===== src/rtl/sram_grid_ctrl.sv =====
`default_nettype none
// ============================================================================
// Module  : sram_grid_ctrl
// Brief   : Two-port round-robin sequencer for an 8x8 SRAM grid (rw/wordLine).
// Revision: 1.0 - initial release
// ============================================================================
module sram_grid_ctrl #(
    parameter int ADDR_W        = 3,
    parameter int DATA_W        = 8,
    parameter int ACCESS_CYCLES = 2
) (
    input  logic                     clk,
    input  logic                     rst_n,
    input  logic                     a_req,
    input  logic                     a_we,
    input  logic [ADDR_W-1:0]        a_addr,
    input  logic [DATA_W-1:0]        a_wdata,
    output logic                     a_ack,
    output logic [DATA_W-1:0]        a_rdata,
    input  logic                     b_req,
    input  logic                     b_we,
    input  logic [ADDR_W-1:0]        b_addr,
    input  logic [DATA_W-1:0]        b_wdata,
    output logic                     b_ack,
    output logic [DATA_W-1:0]        b_rdata,
    output logic                     mem_rw,
    output logic [(2**ADDR_W)-1:0]   mem_wordLine,
    output logic [DATA_W-1:0]        mem_i,
    input  logic [DATA_W-1:0]        mem_bitLines,
    output logic                     busy
);

    localparam int                  c_WORDS = 2**ADDR_W;
    localparam logic [3:0]          c_ACC   = 4'(ACCESS_CYCLES);
    localparam logic [c_WORDS-1:0]  c_ONE   = {{(c_WORDS-1){1'b0}}, 1'b1};

    localparam logic [1:0] c_IDLE   = 2'd0;
    localparam logic [1:0] c_SETUP  = 2'd1;
    localparam logic [1:0] c_ACCESS = 2'd2;
    localparam logic [1:0] c_HOLD   = 2'd3;

    logic [1:0]        r_state;
    logic [3:0]        r_cnt;
    logic              r_gnt;    // 0 = port A, 1 = port B
    logic              r_last;
    logic              r_we;
    logic [ADDR_W-1:0] r_addr;
    logic [DATA_W-1:0] r_wdata;
    logic [DATA_W-1:0] r_a_rdata;
    logic [DATA_W-1:0] r_b_rdata;

    logic              w_gnt_valid;
    logic              w_gnt_sel;
    logic              w_active;

    // On a tie the port that was not served last wins.
    always_comb begin
        w_gnt_valid = a_req | b_req;
        if (a_req && b_req) begin
            w_gnt_sel = ~r_last;
        end else begin
            w_gnt_sel = b_req;
        end
    end

    always_ff @(posedge clk) begin
        if (!rst_n) begin
            r_state   <= c_IDLE;
            r_cnt     <= 4'd0;
            r_gnt     <= 1'b0;
            r_last    <= 1'b1;
            r_we      <= 1'b0;
            r_addr    <= '0;
            r_wdata   <= '0;
            r_a_rdata <= '0;
            r_b_rdata <= '0;
        end else begin
            case (r_state)
                c_IDLE: begin
                    if (w_gnt_valid) begin
                        r_gnt   <= w_gnt_sel;
                        r_we    <= w_gnt_sel ? b_we   : a_we;
                        r_addr  <= w_gnt_sel ? b_addr : a_addr;
                        // Reads drive an all-zero data word into the array.
                        if (w_gnt_sel) begin
                            r_wdata <= b_we ? b_wdata : '0;
                        end else begin
                            r_wdata <= a_we ? a_wdata : '0;
                        end
                        r_cnt   <= c_ACC;
                        r_state <= c_SETUP;
                    end
                end
                c_SETUP: begin
                    r_state <= c_ACCESS;
                end
                c_ACCESS: begin
                    if (r_cnt == 4'd1) begin
                        r_state <= c_HOLD;
                        if (!r_we) begin
                            if (r_gnt) begin
                                r_b_rdata <= mem_bitLines;
                            end else begin
                                r_a_rdata <= mem_bitLines;
                            end
                        end
                    end else begin
                        r_cnt <= r_cnt - 4'd1;
                    end
                end
                c_HOLD: begin
                    r_last  <= r_gnt;
                    r_state <= c_IDLE;
                end
                default: begin
                    r_state <= c_IDLE;
                end
            endcase
        end
    end

    // rw/data stay valid from SETUP through HOLD, bracketing the wordline pulse.
    assign w_active     = (r_state != c_IDLE);
    assign mem_rw       = w_active & r_we;
    assign mem_i        = w_active ? r_wdata : '0;
    assign mem_wordLine = (r_state == c_ACCESS) ? (c_ONE << r_addr) : '0;

    assign a_ack   = (r_state == c_HOLD) & ~r_gnt;
    assign b_ack   = (r_state == c_HOLD) &  r_gnt;
    assign a_rdata = r_a_rdata;
    assign b_rdata = r_b_rdata;
    assign busy    = w_active;

endmodule
`default_nettype wire


===== config.mk =====
export PLATFORM = sky130hd
export DESIGN_NAME = sram_grid_ctrl
export DESIGN_NICKNAME = d
export VERILOG_FILES = /design/src/rtl/sram_grid_ctrl.sv
export SDC_FILE = /design/constraint.sdc
export NUM_CORES = 1
export LEC_CHECK = 0
export CAP_MARGIN = 15
export CORE_MARGIN = 2
export CORE_UTILIZATION = 39
export DETAILED_ROUTE_END_ITERATION = 12
export PLACE_DENSITY = 0.77
export SETUP_SLACK_MARGIN = 0.02
export SLEW_MARGIN = 30
export SYNTH_ARGS = -nofsm -noshare
export SYNTH_HDL_FRONTEND = slang
export SYNTH_SLANG_ARGS = --single-unit

===== constraint.sdc =====
create_clock -name clk -period 1.55 [get_ports clk]
set_input_delay 0.31 -clock clk [delete_from_list [all_inputs] [get_ports clk]]
set_output_delay 0.31 -clock clk [all_outputs]
set_load 0.02 [all_outputs]

# After elaboration in Yosys (flattened, before gate mapping)
# Cells that the tools add are included.
# op_classes
n_mux	14
reduce_logical	9
bitwise_logic	7
addsub	1
n_eq_ne	7
shifts	1
# ops
op	n
$mux 8	5
$mux 4	2
$pmux 2 s4	1
$pmux 4 s2	1
$reduce_and 4->1	2
$shl 1x3->8 const A	1
$ne 2x2->1 const B	3
$eq 2x2->1 const B	2
$eq 4x1->1 const B	1
$mux 2	2
$reduce_and 2->1	2
$reduce_bool 2->1	2
$sub 4x1->4 const B	1
$and 1x1->1	3
$mux 3	1
$not 1->1	3
$reduce_and 3->1	1
$eq 2x1->1 const B	1
$logic_not 2->1	1
$mux 1	2
$logic_and 1x1->1	1
$or 1x1->1	1
# word_totals
regBits	36
elab_cells	48
inputBits	36

# Depth between registers and ports, before layout
# logic_depth
word_depth	3
depth_mapped	8
depth_no_buf	6

# Least setup slack after synthesis
# No wires, ideal clock.
# synth_timing
path_kind	reg2out
from	register r_state[0]
to	output port mem_wordLine[0]
path_stages_with_launch	6
path_slack_ns	-0.183
arrival_time_ns	1.423
required_ns	1.240
path_cell_list	dfxtp_1 inv_1 ha_1 clkbuf_1 nand2b_1 nor3_1
# synth_via
elab_chain_cells	2
# synth_rtl
item	line_no	text
start: declaration	42	logic [1:0] r_state;
start signal: assignment	68	r_state <= c_IDLE;
start signal: assignment	91	r_state <= c_SETUP;
start signal: assignment	95	r_state <= c_ACCESS;
$eq 2x2->1	126	assign mem_wordLine = (r_state == c_ACCESS) ? (c_ONE << r_addr) : '0;
$mux 8	126	
end: declaration	27	output logic [(2**ADDR_W)-1:0] mem_wordLine,
# Every way passes these cells.

# Final worst setup path
# layout_timing
from	register r_state[0]
to	output port mem_wordLine[4]
# The elaborated chain is that of the path after synthesis.

==> impl_metrics.csv <==
group,metric,value,unit
status,status,"finished, violations left",
status,violations,"setup timing",
floorplan,die_y,72.1,um
routing,drc,0,
timing,worst_pin_slew,0.451,ns
logic_synthesis,netlist_area,1810,sq um
timing,finalSetupViolCount,29,
final_layout,fin_nets,338,
logic_synthesis,post-synth-top-count-cell,"dfxtp_1",
logic_synthesis,synth_ff_type,"dfxtp_1",
logic_synthesis,synth.distinct_cells,36,
timing,rsz0062_at_grt,"yes",
critical_path,cp_max_fo,4,
timing,max_freq,619,MHz
power_and_ir_drop,finalPower,4.12,mW
final_layout,num-fill-cells,312,
clock_tree,cts.clk_slew.worst_paths,0.07,ns
run,maxCapViolCount,0,
place,io_buffers,71,
critical_path,endpoint_kind,"output pin",
logic_synthesis,syn_inst,201,
critical_path,crit_family,"buffers and inverters",
timing,fin_skew,0.00538,ns
logic_synthesis,yosys.area.top_type,"dfxtp_1",
clock_tree,tritoncts,"done",
grt,antenna_found_initial,0,
routing,vias,1798,
logic_synthesis,yosys-top-cells-count,"dfxtp_1 (36), nand2_1 (24), nor2_1 (22)",
floorplan,die-area,5200,sq um
grt,grt_pass1_vias,1733,
routing,totalWireLength,5010,um
place,placed_area,2690,sq um
floorplan,num_rows,24,
power_and_ir_drop,ir_drop,0.849,mV
power_and_ir_drop,p_leak,1.43,nW
critical_path,worst-path-buf-inv,3,
clock_tree,cts_max_path_buffers,2,
clock_tree,cts_buffers,5,
final_layout,area_delta_synth_final,70.0,%
logic_synthesis,synth.area.top_cells,"dfxtp_1 (40%), mux2i_1 (7.2%), nand2_1 (5.0%)",
critical_path,arrival,1.31,ns
logic_synthesis,ys_async_sr_fraction,0,%
critical_path,crit_path_frequent_cell,"buf_4",
routing,via_per_inst,5.17,
power_and_ir_drop,power_density,1340,nW/um^2
timing,slew-limit-headroom,69.9,%
clock_tree,root_buffer,"clkbuf_8",
grt,grt_pass1_wl,8150,um
routing,post_drt_wl_per_cell,14.4,um
critical_path,max_stage_delay,0.34,ns
critical_path,critical_path.cell_chain,"inv_4 > ha_4 > buf_4 > nand2_4 > nor3_2 > buf_4",
timing,setup_slack,-0.0657,ns
final_layout,stdcell_area,3080,sq um
logic_synthesis,synth_area_per_cell,9.00,sq um
clock_tree,insertion_delay,0.29,ns
timing,slew_viol_final,0,
timing,finalCritPeriodShare,104,%
logic_synthesis,synth-seq-cells,36,
floorplan,num_io_pins,72,
critical_path,critPathLaunchType,"register",
timing,hold_ws,0.458,ns
logic_synthesis,syn-num-nets,243,
critical_path,path_class,"register to output pin",
clock_tree,ctsHoldBuffers,0,
timing,fin_crit,1.62,ns
hold_path,hold_class,"register to register",
logic_synthesis,ys.warnings.count,0,
logic_synthesis,synth_top_area_share,39.8,%
routing,drt-initial-drc-count,87,
critical_path,crit_slowest_cell,"dfxtp_2",
floorplan,fp.dieW,72.1,um
timing,hold_violations,0,
final_layout,antenna_cells,0,
final_layout,drive_gt1_share,36.1,%
place,routabilityCongestion,0.788,
routing,first_pass_iters,4,
logic_synthesis,synth_seq_area_share,39.8,%
grt,grt_usage,20.2,%
routing,ant_nets,0,
clock_tree,htree_levels,2,
logic_synthesis,synth_edf_count,0,
critical_path,required,1.24,ns
place,hpwl,3440,um
grt,grt_max_degree,45,
grt,grt_overflow_total,0,
floorplan,start_util,41.0,%
floorplan,coreArea,4410,sq um
clock_tree,cts.sinks,36,
layer usage:
layer | global-route usage (%) | share of wire [%]
met5 | 0 | 0
met3 | 3.61 | 3.6
met1 | 25.7 | 43
met2 | 33.1 | 51
met4 | 9.43 | 1.8
area by class of cell:
type                    count  area, sq um  area share, %
repair buffers            100          995           32.3
flip-flops and latches     36          726           23.6
well taps                  52         65.1           2.12
clock inverters             1         5.00          0.163
inverters                   6         27.5          0.895
clock buffers               6         72.6           2.36
multi-input cells         147         1180           38.5
repair_timing:
action / CTS / global route
cloned: 1 / 0
endpoints found under the setup margin: 69 / 54
buffers inserted: 3 / 2
pin swaps: 8 / 4
resized for setup: 156 / 45
cell families after synthesis:
logic type               after synthesis  synth area share (%)
AND/OR/NAND/NOR                       87                  24.2
AO/OA/AOI/OAI                         41                  17.5
flip-flops                            36                  39.8
buffers and inverters                 18                  7.12
multiplexers                          13                  7.19
adder cells (fa/ha/maj)                6                  4.15
metrics by stage:
stage / instances / TNS [ns] / setup slack, ns / util (%)
3_3_place_gp: 335 / -10.84 / -0.321 / 60.9
6_report: 348 / -0.882 / -0.0657 / 69.7
4_1_cts: 346 / -0.496 / -0.0490 / 65.5
2_1_floorplan: 201 / -0.244 / -0.0399 / -
5_1_grt: 348 / -2.98 / -0.113 / 69.7
3_5_place_dp: 335 / -11.32 / -0.375 / 60.9
sequential cells by signal (all words and copies together) (netlist names):
signal and count:
r_state 2, b_rdata 8, r_addr 3, r_cnt 4, a_rdata 8, r_gnt 1, r_wdata 8, r_last 1
r_we 1
worst register-to-register path: stages (launching register included):
cell and delay [ns]:
dfxtp_2 0.34, inv_4 0.08, ha_4 0.15, buf_6 0.10, nand4bb_1 0.14, or3_4 0.40, buf_12 0.16, nand3_2 0.07
o21ai_2 0.05
placed cells by master (no fill, tap or decap), types with 9 or more instances in the layout:
cell             count
o21ai_0             10
nand2_1             23
dlygate4sd2_1       15
buf_4               26
o21ai_2              9
mux2i_1             13
buf_6               18
dfxtp_1             34
clkdlybuf4s50_1     33
nor2_1              18
where the power goes:
group | internal [mW] | switching (mW)
logic | 1.19 | 1.04
clock network | 0.305 | 0.328
registers | 1.10 | 0.156
total | 2.60 | 1.52
final timing paths:
check	endpoint	start	depth (start not counted)	slack (ns)
min reg2reg	b_rdata[1]	b_rdata[1]	2	0.46
max	mem_wordLine[4]	r_state[0]	6	-0.07
min	b_rdata[1]	b_rdata[1]	2	0.46
max reg2reg	a_rdata[7]	r_state[0]	8	-0.03
(Power assumes the default switching activity.)
